$ cat src/rtl/memory_stage.sv
// memory_stage: pipeline memory stage between execute and writeback.
// Issues LD/ST/STU data-memory requests and stalls the front of the pipe
// while an access is outstanding. A WAIT timeout lands in a sticky ERR
// state that only reset clears.
// Build option: define MEM_ALIGN_CHECK_EN to turn an odd-address memory op
// into an immediate error instead of a memory access.
module memory_stage #(
  parameter int TIMEOUT_CYC = 64
) (
  input  logic        clk,
  input  logic        rst,
  input  logic        valid_in,
  input  logic [15:0] instruction_in,
  input  logic [15:0] Xcomp_in,
  input  logic [15:0] RegData_in,
  input  logic [15:0] incrPC_in,
  input  logic        RegWrt_in,
  output logic        mem_en,
  output logic        mem_wr,
  output logic [15:0] mem_addr,
  output logic [15:0] mem_wdata,
  input  logic [15:0] mem_rdata,
  input  logic        mem_done,
  output logic        stall_out,
  output logic [15:0] instruction_out,
  output logic [15:0] MemData_out,
  output logic [15:0] Xcomp_out,
  output logic [15:0] incrPC_out,
  output logic        RegWrt_out,
  output logic        valid_out,
  output logic        err_out
);

  localparam logic [4:0] OP_ST  = 5'b10000;
  localparam logic [4:0] OP_LD  = 5'b10001;
  localparam logic [4:0] OP_STU = 5'b10011;

  // Last counter value that may still be spent waiting; the WAIT state
  // therefore lasts exactly TIMEOUT_CYC cycles before ERR.
  localparam logic [7:0] TIMEOUT_LAST = 8'(TIMEOUT_CYC - 1);

  typedef enum logic [1:0] {
    ST_IDLE,
    ST_WAIT,
    ST_ERR
  } state_t;

  // What the writeback registers load at the next edge.
  typedef enum logic [1:0] {
    WB_PASS,
    WB_ISSUE_DONE,
    WB_HOLD_DONE,
    WB_BUBBLE
  } wb_sel_t;

  state_t      state;
  state_t      state_next;
  wb_sel_t     wb_sel;

  logic [4:0]  opcode;
  logic        in_is_ld;
  logic        in_is_wr;
  logic        in_req;
  logic        in_misaligned;

  logic        hold_load;
  logic        cnt_clr;
  logic        cnt_inc;
  logic [7:0]  wait_cnt;

  logic [15:0] hold_instr;
  logic [15:0] hold_addr;
  logic [15:0] hold_wdata;
  logic [15:0] hold_pc;
  logic        hold_regwrt;
  logic        hold_is_ld;
  logic        hold_is_wr;

  assign opcode   = instruction_in[15:11];
  assign in_is_ld = (opcode == OP_LD);
  assign in_is_wr = (opcode == OP_ST) || (opcode == OP_STU);
  assign in_req   = valid_in && (in_is_ld || in_is_wr);

`ifdef MEM_ALIGN_CHECK_EN
  assign in_misaligned = Xcomp_in[0];
`else
  assign in_misaligned = 1'b0;
`endif

  // State register for the access-control FSM.
  always_ff @(posedge clk) begin
    if (rst) begin
      state <= ST_IDLE;
    end else begin
      state <= state_next;
    end
  end

  // Next state, memory request, stall and writeback selection.
  always_comb begin
    state_next = state;
    mem_en     = 1'b0;
    mem_wr     = 1'b0;
    mem_addr   = 16'h0000;
    mem_wdata  = 16'h0000;
    stall_out  = 1'b0;
    wb_sel     = WB_BUBBLE;
    hold_load  = 1'b0;
    cnt_clr    = 1'b0;
    cnt_inc    = 1'b0;

    case (state)
      ST_IDLE: begin
        if (in_req) begin
          if (in_misaligned) begin
            stall_out  = 1'b1;
            state_next = ST_ERR;
          end else begin
            mem_en    = 1'b1;
            mem_wr    = in_is_wr;
            mem_addr  = Xcomp_in;
            mem_wdata = RegData_in;
            if (mem_done) begin
              wb_sel = WB_ISSUE_DONE;
            end else begin
              stall_out  = 1'b1;
              hold_load  = 1'b1;
              cnt_clr    = 1'b1;
              state_next = ST_WAIT;
            end
          end
        end else begin
          wb_sel = WB_PASS;
        end
      end

      ST_WAIT: begin
        mem_en    = 1'b1;
        mem_wr    = hold_is_wr;
        mem_addr  = hold_addr;
        mem_wdata = hold_wdata;
        if (mem_done) begin
          wb_sel     = WB_HOLD_DONE;
          state_next = ST_IDLE;
        end else begin
          stall_out = 1'b1;
          if (wait_cnt == TIMEOUT_LAST) begin
            state_next = ST_ERR;
          end else begin
            cnt_inc = 1'b1;
          end
        end
      end

      ST_ERR: begin
        stall_out = 1'b1;
      end

      default: begin
        state_next = ST_IDLE;
      end
    endcase
  end

  // Cycles already spent in WAIT for the outstanding access.
  always_ff @(posedge clk) begin
    if (rst) begin
      wait_cnt <= 8'h00;
    end else if (cnt_clr) begin
      wait_cnt <= 8'h00;
    end else if (cnt_inc) begin
      wait_cnt <= wait_cnt + 8'h01;
    end
  end

  // Snapshot of the stalled instruction so the *_in ports can be ignored.
  always_ff @(posedge clk) begin
    if (rst) begin
      hold_instr  <= 16'h0000;
      hold_addr   <= 16'h0000;
      hold_wdata  <= 16'h0000;
      hold_pc     <= 16'h0000;
      hold_regwrt <= 1'b0;
      hold_is_ld  <= 1'b0;
      hold_is_wr  <= 1'b0;
    end else if (hold_load) begin
      hold_instr  <= instruction_in;
      hold_addr   <= Xcomp_in;
      hold_wdata  <= RegData_in;
      hold_pc     <= incrPC_in;
      hold_regwrt <= RegWrt_in;
      hold_is_ld  <= in_is_ld;
      hold_is_wr  <= in_is_wr;
    end
  end

  // Sticky error flag, set on every edge that leaves the FSM in ERR.
  always_ff @(posedge clk) begin
    if (rst) begin
      err_out <= 1'b0;
    end else if (state_next == ST_ERR) begin
      err_out <= 1'b1;
    end
  end

  // Writeback pipe register; bubbles are all-zero so nothing is written.
  always_ff @(posedge clk) begin
    if (rst) begin
      instruction_out <= 16'h0000;
      MemData_out     <= 16'h0000;
      Xcomp_out       <= 16'h0000;
      incrPC_out      <= 16'h0000;
      RegWrt_out      <= 1'b0;
      valid_out       <= 1'b0;
    end else begin
      case (wb_sel)
        WB_PASS: begin
          instruction_out <= instruction_in;
          MemData_out     <= 16'h0000;
          Xcomp_out       <= Xcomp_in;
          incrPC_out      <= incrPC_in;
          RegWrt_out      <= RegWrt_in;
          valid_out       <= valid_in;
        end
        WB_ISSUE_DONE: begin
          instruction_out <= instruction_in;
          MemData_out     <= in_is_ld ? mem_rdata : 16'h0000;
          Xcomp_out       <= Xcomp_in;
          incrPC_out      <= incrPC_in;
          RegWrt_out      <= RegWrt_in;
          valid_out       <= 1'b1;
        end
        WB_HOLD_DONE: begin
          instruction_out <= hold_instr;
          MemData_out     <= hold_is_ld ? mem_rdata : 16'h0000;
          Xcomp_out       <= hold_addr;
          incrPC_out      <= hold_pc;
          RegWrt_out      <= hold_regwrt;
          valid_out       <= 1'b1;
        end
        default: begin
          instruction_out <= 16'h0000;
          MemData_out     <= 16'h0000;
          Xcomp_out       <= 16'h0000;
          incrPC_out      <= 16'h0000;
          RegWrt_out      <= 1'b0;
          valid_out       <= 1'b0;
        end
      endcase
    end
  end

endmodule

$ cat config.mk
export PLATFORM = sky130hd
export DESIGN_NAME = memory_stage
export DESIGN_NICKNAME = d
export VERILOG_FILES = /design/src/rtl/memory_stage.sv
export SDC_FILE = /design/constraint.sdc
export NUM_CORES = 1
export LEC_CHECK = 0
export BUFFER_PORTS_ARGS = -buffer_cell sky130_fd_sc_hd__buf_2
export CELL_PAD_IN_SITES_DETAIL_PLACEMENT = 2
export CELL_PAD_IN_SITES_GLOBAL_PLACEMENT = 2
export CORE_UTILIZATION = 29
export CTS_BUF_LIST = sky130_fd_sc_hd__clkbuf_8
export DETAILED_ROUTE_END_ITERATION = 8
export PLACE_DENSITY = 0.91
export SYNTH_ARGS = -nofsm -noshare
export SYNTH_HDL_FRONTEND = slang
export SYNTH_SLANG_ARGS = --single-unit
$ cat constraint.sdc
create_clock -name clk -period 3.8 [get_ports clk]
set_clock_uncertainty 0.2 [all_clocks]
set_input_delay 1.14 -clock clk [delete_from_list [all_inputs] [get_ports clk]]
set_output_delay 1.14 -clock clk [all_outputs]
set_load 0.05 [all_outputs]
==> qor.csv, run 1 <==
metric,value,unit
run status,"complete, but fails checks",
failing checks,negative setup slack,
critical path's largest stage delay,280,ps
crit end category,primary output,
All-Layer GR Usage,22.6,%
"Primary FF master, synth",dfxtp_1,
crit-path cells,buf_8 -> nor3b_4 -> and3_4 -> buf_12 -> buf_16 -> nand3b_1 -> a21oi_2 -> buf_6,
CP startpoint kind,primary input,
Max Root-Sink Buffers,2,
Sink Count,144,
Worst Reg-to-Reg Cells,9,
"Seq/Total Area, Yosys",51.0,%
Yosys warning total,0,
crit path time final,3840,ps
Worst setup endpoint,mem_addr[8],
worst-path maximum fanout,8,
via count,5621,
First DRT Iteration DRCs,214,
Via density,4.96,
CTS tree,built,
Syn Area/Cell,8.20,µm²
drt first pass iters,4,
die area,0.0200,mm²
TritonCTS Buffers,17,
final slew viol count,0,
unrepaired setup endpoints after global routing,true,
Placed Area,0.00699,mm²
"commonest non-fill, non-tap cell in the layout",nand2_1,
CTS H-Tree Depth,4,
share of the synthesized area in the top cell type,51.0,%
Post-synth EDFFs,0,
die span in x,142,µm
cell taking the most area after synthesis,dfxtp_1,
"Distinct cells, synth",40,
"setup slack, reg-to-reg",690,ps
first-pass GRT wire length,34.7,mm
Root Driver,clkbuf_8,
P per Cell Area,417,mW/mm²
synthesized cell area,0.00565,mm²
Post-Layout Cell Count,1134,
"Clk Latency, worst-skew pair",450,ps
Slew HR,47.8,%
post-route ant nets,0,
CP arrival,2500,ps
Port Buffers,186,
Hold Fails Final Rpt,0,
P_leak,3.20,nW
clock transition at the registers of the reported paths,80,ps
RePlAce Congestion,0.727,
Syn-to-layout area delta,36.9,%
largest net degree at the start of global routing,66,
Worst Max-Slew Pin Slew,783,ps
I/O pin total,187,
fmax,0.260,GHz
Starting Density,29.9,%
Die Y,142,µm
hold buffer count at CTS,0,
ys async rst share,0,%
maximum VDD drop,0.000209,V
initial antenna violation count,2,
DR DRC count,0,
detailed placer's ending HPWL,14.0,mm
vias in the first global route,6092,
CORE AREA,0.0189,mm²
final wirelength,22.4,mm
Worst EP required,2460,ps
layout cells sized above 1,32.9,%
slowest CP cell,and3_4,
Placed Cells,1095,
Yosys reg bits,144,
Reg2Reg Launch Point,state[1],
crit share post-route,101,%
Site Rows,50,
Max-Cap Viols,0,
R2R Path End,instruction_out[9],
Final WS setup,-39.7,ps
most frequent cells in the layout,"166 x nand2_1, 150 x buf_2, 142 x dfxtp_1",
post-layout util,40.9,%
kind of critical path,primary input to primary output,
Mapped Nets,780,
largest cells by area after synthesis,"dfxtp_1 51%, nand2_1 11%, a21oi_1 8.9%, a22oi_1 6.5%, nand3b_1 4.4%",
Hold Crit Class,flop to flop,
CP startpoint,instruction_in[13],
final setup fails,9,
global route overflow,0,
fin nets,950,
pre-CTS setup slack,-166,ps
total power,3.22,mW
drt wl/cell,19.7,µm
Syn Inst Count,689,
cell area after layout,0.00773,mm²
==> cells in the mapped netlist (2+ instances only) <==
cell,n
nor3_1,6
dfxtp_1,144
inv_1,5
xor2_1,2
a22oi_1,49
ha_1,6
mux2i_1,3
nand3b_1,33
nand2_1,166
buf_2,13
a21oi_1,100
and2_1,16
nor2b_1,2
clkbuf_1,41
nor2_1,65
and3_1,3
nand3_1,5
buf_1,4
nand2b_1,3
or2_2,3
==> cell families (layout without fill, tap and decap cells) <==
kind of cell	after synthesis	count (layout)	share of synthesized area, %
compound gates	156	156	16.3
xor+xnor	3	3	0.465
other cells	0	2	0
fa+ha+maj	6	6	1.33
simple gates	313	313	25.7
mux	3	3	0.532
buf+inv	64	247	4.61
flops	144	144	51.0
==> worst max-delay path: cells and delay by family <==
family / cells / cell delay (ps)
compound gates: 1 / 210
buf+inv: 4 / 520
simple gates: 3 / 620
==> worst min path at each step <==
stage,startpoint,to,slack [ps],cells past startpoint
2_1_floorplan,hold_instr[13],hold_instr[13],210,2
3_3_place_gp,hold_instr[14],hold_instr[14],230,2
3_5_place_dp,hold_instr[14],hold_instr[14],240,2
4_1_cts,hold_instr[8],hold_instr[8],260,2
5_1_grt,hold_wdata[9],hold_wdata[9],290,2
6_report,hold_instr[8],hold_instr[8],260,2
==> stage by stage <==
stage          hold slack, ps  setup TNS (ps)
4_1_cts                   264           -1190
6_report                  263            -108
2_1_floorplan             209           -24.9
3_3_place_gp              225            -124
3_5_place_dp              236           -1900
5_1_grt                   288            -992
==> registers in the layout, indices dropped and copies added, names as in the netlist <==
name / count
hold_regwrt: 1
incrPC_out: 16
MemData_out: 16
Xcomp_out: 16
wait_cnt: 8
RegWrt_out: 1
valid_out: 1
instruction_out: 16
hold_addr: 16
state: 2
hold_wdata: 16
err_out: 1
hold_instr: 16
hold_pc: 16
hold_is_wr: 1
hold_is_ld: 1
==> what timing repair did <==
action,in CTS,in global routing
resized for setup,67,9
hold endpoints to repair,0,0
setup buffers,0,3
gates cloned,3,0
pin swaps,9,16
setup endpoints to repair,35,35
==> power breakdown <==
part	total, mW	leakage, nW	switching, mW	internal, mW
Combinational	0.410	1.83	0.289	0.121
Clock	1.25	0.200	0.628	0.618
Sequential	1.56	1.17	0.0157	1.55
Total	3.22	3.20	0.933	2.29
==> metal layers <==
layer / vias to the layer above / GRT usage [%] / part of all wire [%]
met3: 24 / 5.64 / 4.8
met4: 0 / 6.40 / 1.8
li1: 2651 / - / -
met5: - / 0 / 0
met2: 151 / 40.5 / 53
met1: 2795 / 26.6 / 41
==> area by class of cell <==
| cell class | count | area, µm² |
|---|---|---|
| antenna | 2 | 5.00 |
| clock buffer | 19 | 262 |
| clock inverter | 13 | 136 |
| fill | 2161 | 11200 |
| inverter | 5 | 18.8 |
| multi-input combinational | 481 | 2650 |
| sequential | 144 | 2890 |
| tap | 260 | 325 |
| timing repair buffer | 210 | 1450 |
Power figures use the tool's default switching activity.
==> inputs of run 2 (changes only) <==
MAX_ROUTING_LAYER = met4   (was unset)
==> qor.csv, run 2 (same netlist as run 1, synthesis figures left out) <==
metric,value,unit,change
run status,"complete, but fails checks",,
failing checks,negative setup slack,,
Syn-to-layout area delta,36.9,%,unchanged
Root Driver,clkbuf_8,,
Hold Fails Final Rpt,0,,unchanged
switching part of the total,28.9,%,-0.031 points
CORE AREA,0.0189,mm²,unchanged
Slew HR,47.8,%,about the same
Sink Count,144,,unchanged
Starting Density,29.9,%,unchanged
CTS H-Tree Depth,4,,unchanged
initial antenna violation count,2,,unchanged
Placed Area,0.00699,mm²,unchanged
crit-path cells,buf_8 -> nor3b_4 -> and3_4 -> buf_12 -> buf_16 -> nand3b_1 -> a21oi_2 -> buf_6,,
"commonest non-fill, non-tap cell in the layout",nand2_1,,
Final WS setup,-32.3,ps,+7.36 ps
kind of critical path,primary input to primary output,,
crit path time final,3830,ps,-7.36 ps
Flop pwr share,48.6,%,about the same
Int Pwr,2.29,mW,about the same
"CP delay by family, top",simple AND/OR/NAND/NOR gates,,
First DRT Iteration DRCs,250,,+17%
critical path's largest stage delay,280,ps,about the same
layout cells sized above 1,32.9,%,unchanged
maximum VDD drop,0.000208,V,-0.12%
clock share of power,38.7,%,about the same
Worst Max-Slew Pin Slew,782,ps,-0.100 ps
All-Layer GR Usage,23.3,%,+0.71 points
Via density,4.95,,-0.20%
Max-Cap Viols,0,,unchanged
slowest CP cell,and3_4,,
drt first pass iters,4,,unchanged
CTS tree,built,,
NetSw,0.932,mW,-0.14%
Hold Crit Class,flop to flop,,
drt wl/cell,19.7,µm,-0.11%
hold buffer count at CTS,0,,unchanged
fill count,2161,,unchanged
vias in the first global route,6101,,+0.15%
cell area after layout,0.00773,mm²,unchanged
post-route ant nets,0,,unchanged
P_leak,3.20,nW,unchanged
crit share post-route,101,%,-0.19 points
Post-Layout Cell Count,1134,,unchanged
Die Y,142,µm,unchanged
largest net degree at the start of global routing,66,,unchanged
TritonCTS Buffers,17,,unchanged
I/O pin total,187,,unchanged
Placed Cells,1095,,unchanged
global route overflow,0,,unchanged
CP arrival,2490,ps,about the same
most frequent cells in the layout,"166 x nand2_1, 150 x buf_2, 142 x dfxtp_1",,
unrepaired setup endpoints after global routing,true,,
via count,5610,,-0.20%
clock transition at the registers of the reported paths,80,ps,about the same
DR DRC count,0,,unchanged
final wirelength,22.4,mm,-0.11%
die span in x,142,µm,unchanged
fmax,0.261,GHz,+0.19%
setup TNS,-77.7,ps,+30.0 ps
pre-CTS setup slack,-166,ps,unchanged
Max Root-Sink Buffers,2,,unchanged
fin nets,950,,unchanged
CP Buf/Inv Count,4,,unchanged
first-pass GRT wire length,34.8,mm,about the same
Port Buffers,186,,unchanged
CP startpoint kind,primary input,,
Logic pwr share,12.7,%,about the same
final setup fails,4,,-5
Site Rows,50,,unchanged
worst-path maximum fanout,8,,unchanged
Worst EP required,2460,ps,about the same
detailed placer's ending HPWL,14.0,mm,unchanged
final slew viol count,0,,unchanged
"Clk Latency, worst-skew pair",450,ps,about the same
RePlAce Congestion,0.736,,+1.2%
P per Cell Area,417,mW/mm²,about the same
die area,0.0200,mm²,unchanged
crit end category,primary output,,
[run 2: cell counts in the layout (fill, tap and decap cells not counted)]
No cell type changed its count.
[run 2: timing repair]
action                                  CTS  global route
pin swaps                                 9            16
cloned                                    3             0
buffers inserted                          0             3
endpoints found under the setup margin   35            35
gates resized for setup                  67             9
[run 2: power groups by stage]
stage	Sequential (mW)	Clock, mW	Combinational, mW
floorplan	1.72	0	0.120
global placement	1.60	0	0.379
detailed placement	1.60	0	0.390
CTS	1.57	1.28	0.408
global route	1.57	1.35	0.433
finish	1.57	1.25	0.410
[run 2: tightest hold or removal path: cells and delay by family (launching register included)]
family / cells / cell delay, ps
flip-flops: 1 / 310
AND/OR/NAND/NOR: 1 / 50
AO/OA/AOI/OAI: 1 / 50
[run 2: final timing paths]
kind / start / slack [ps] / end / depth (start not counted)
max: instruction_in[13] / -30 / mem_addr[8] / 8
min: hold_instr[8] / 260 / hold_instr[8] / 2
max reg2reg: state[1] / 730 / instruction_out[9] / 8
min reg2reg: hold_instr[8] / 260 / hold_instr[8] / 2
[run 2: routing by layer]
| metal | routed length (µm) | global-route usage, % |
|---|---|---|
| met2 | 11800 | 40.6 |
| met4 | 355 | 6.40 |
| met1 | 9190 | 26.7 |
| met5 | 0 | - |
| met3 | 987 | 5.57 |
[run 2: layout make-up]
cell class / count / area (µm²) / share of cell area, %
Multi-Input combinational cell: 481 / 2650 / 34.3
Antenna cell: 2 / 5.00 / 0.0647
Tap cell: 260 / 325 / 4.21
Inverter: 5 / 18.8 / 0.243
Sequential cell: 144 / 2890 / 37.3
Clock inverter: 13 / 136 / 1.76
Timing Repair Buffer: 210 / 1450 / 18.7
Clock buffer: 19 / 262 / 3.38
[run 2: through the flow]
stage | hold WS, ps | power (mW) | utilization (%)
detailed placement | 236 | 1.99 | 37.0
CTS | 264 | 3.26 | 40.6
global route | 288 | 3.35 | 40.9
global placement | 225 | 1.98 | 37.0
floorplan | 209 | 1.84 | -
finish | 261 | 3.22 | 40.9
==> inputs of run 3 (changes only) <==
CELL_PAD_IN_SITES_DETAIL_PLACEMENT = unset   (was 2)
CELL_PAD_IN_SITES_GLOBAL_PLACEMENT = unset   (was 2)
CORE_UTILIZATION = 52   (was 29)
PLACE_DENSITY = 0.92   (was 0.91)
==> qor.csv, run 3 (same netlist as run 1, synthesis figures left out) <==
metric,value,unit,change
fmax,0.263,GHz,+0.94%
via count,5393,,-3.9%
post-layout util,71.1,%,+30 points
Placed Area,0.00683,mm²,-2.2%
initial antenna violation count,0,,-2
Max-Cap Viols,0,,unchanged
fin nets,942,,-0.84%
crit share post-route,99.9,%,-0.93 points
CP arrival,2460,ps,-30 ps
global route overflow,0,,unchanged
P per Cell Area,441,mW/mm²,+5.9%
Hold Crit Class,flop to flop,,
"CP delay by family, top",simple AND/OR/NAND/NOR gates,,
die span in x,106,µm,-25%
RePlAce Congestion,0.829,,+13%
CTS H-Tree Depth,4,,unchanged
first-pass GRT wire length,23.2,mm,-33%
Hold Fails Final Rpt,0,,unchanged
hold buffer count at CTS,0,,unchanged
detailed placer's ending HPWL,9.44,mm,-33%
Die Y,106,µm,-25%
Syn-to-layout area delta,31.1,%,
"commonest non-fill, non-tap cell in the layout",nand2_1,,
maximum VDD drop,0.000255,V,+22%
Root Driver,clkbuf_8,,
drt first pass iters,5,,+1
clock transition at the registers of the reported paths,70,ps,about the same
final slew viol count,0,,unchanged
die area,0.0113,mm²,-44%
First DRT Iteration DRCs,512,,+100%
DR DRC count,0,,unchanged
critical path's largest stage delay,260,ps,-20 ps
CP Buf/Inv Count,3,,-1
post-route ant nets,0,,unchanged
CP startpoint,instruction_in[14],,
Worst Max-Slew Pin Slew,791,ps,+8.21 ps
Via density,5.39,,+9.0%
P_leak,3.15,nW,-1.8%
crit end category,primary output,,
"Clk Latency, worst-skew pair",430,ps,-20 ps
CTS tree,built,,
Site Rows,37,,-26%
Post-CTS Setup Bufs,0,,unchanged
crit path time final,3800,ps,-35.5 ps
worst-path maximum fanout,24,,+16
All-Layer GR Usage,26.7,%,+3.4 points
CORE AREA,0.0104,mm²,-45%
layout cells sized above 1,32.2,%,-0.74 points
CP startpoint kind,primary input,,
Worst Hold Launch,err_out,,
Max Root-Sink Buffers,2,,unchanged
most frequent cells in the layout,"166 x nand2_1, 152 x buf_2, 142 x dfxtp_1",,
final wirelength,14.7,mm,-34%
total power,3.27,mW,+1.4%
ANT cells,0,,-2
Reg2Reg Launch Point,state[1],,
drt wl/cell,14.7,µm,-26%
I/O pin total,187,,unchanged
vias in the first global route,4933,,-19%
Slew HR,47.3,%,-0.55 points
kind of critical path,primary input to primary output,,
Sink Count,144,,unchanged
cell area after layout,0.00741,mm²,-4.2%
Port Buffers,186,,unchanged
crit-path cells,buf_2 -> nor3b_4 -> and3_4 -> buf_12 -> nor2_2 -> o31ai_2 -> buf_6,,
TritonCTS Buffers,17,,unchanged
Worst EP required,2460,ps,about the same
largest net degree at the start of global routing,66,,unchanged
slowest CP cell,o31ai_2,,
run status,finished clean,,
Starting Density,54.2,%,+24 points
hold slack,243,ps,-18.4 ps
final setup fails,0,,-4
[run 3: cell count changes in the layout (fill, tap and decap cells not counted), moves of 2 or more]
cell / previous run / this run
buf_6: 31 / 10
clkbuf_8: 19 / 17
clkbuf_4: 0 / 5
bufinv_16: 2 / 4
buf_4: 20 / 29
diode_2: 2 / 0
buf_2: 150 / 152
clkinv_2: 3 / 1
[run 3: power by group]
part           internal, mW  leakage, nW  switching (mW)  total (mW)
combinational         0.112         1.75           0.266       0.378
sequential             1.55         1.17          0.0141        1.56
clock                 0.725        0.220           0.601        1.33
total                  2.39         3.15           0.881        3.27
[run 3: repair_timing]
action                                  CTS  global route
resized for setup                        12            51
pin swaps                                 0             4
endpoints found under the setup margin   33            29
hold endpoints to repair                  0             0
[run 3: through the flow]
stage	cells	setup slack [ps]	TNS (ps)
after floorplan	689	-24.9	-24.9
after global placement	968	-15.9	-39.0
after detailed placement	968	-64.0	-601
after CTS	1000	3.21	0
after global routing	1000	-15.7	-15.7
final	1000	3.16	0
[run 3: path summary, 6_finish.rpt]
check | end | depth (start not counted) | slack, ps
hold / removal | err_out | 2 | 240
setup reg to reg | MemData_out[4] | 8 | 1060
setup / recovery | stall_out | 7 | 3
hold reg to reg | err_out | 2 | 240
[run 3: final cells by class]
| type | count | area, µm² |
|---|---|---|
| Multi-Input combinational cell | 481 | 2640 |
| Inverter | 5 | 18.8 |
| Clock buffer | 17 | 234 |
| Timing Repair Buffer | 202 | 1250 |
| Fill cell | 831 | 3010 |
| Sequential cell | 144 | 2890 |
| Clock inverter | 15 | 208 |
| Tap cell | 136 | 170 |
[run 3: worst reg2reg max path: stages (launching register included)]
cell and delay (ps):
dfxtp_2 760, nor3_1 140, and4_2 280, or3_1 390
ha_2 230, a32oi_1 190, nor3_1 70, buf_4 210
and2_1 170
[run 3: per-layer routing]
metal	vias to the layer above	GRT usage (%)	part of all wire, %
met5	-	-	0
met1	2506	31.7	40
met4	0	10.8	2.4
li1	2625	-	-
met2	228	43.9	51
met3	34	5.95	6.4
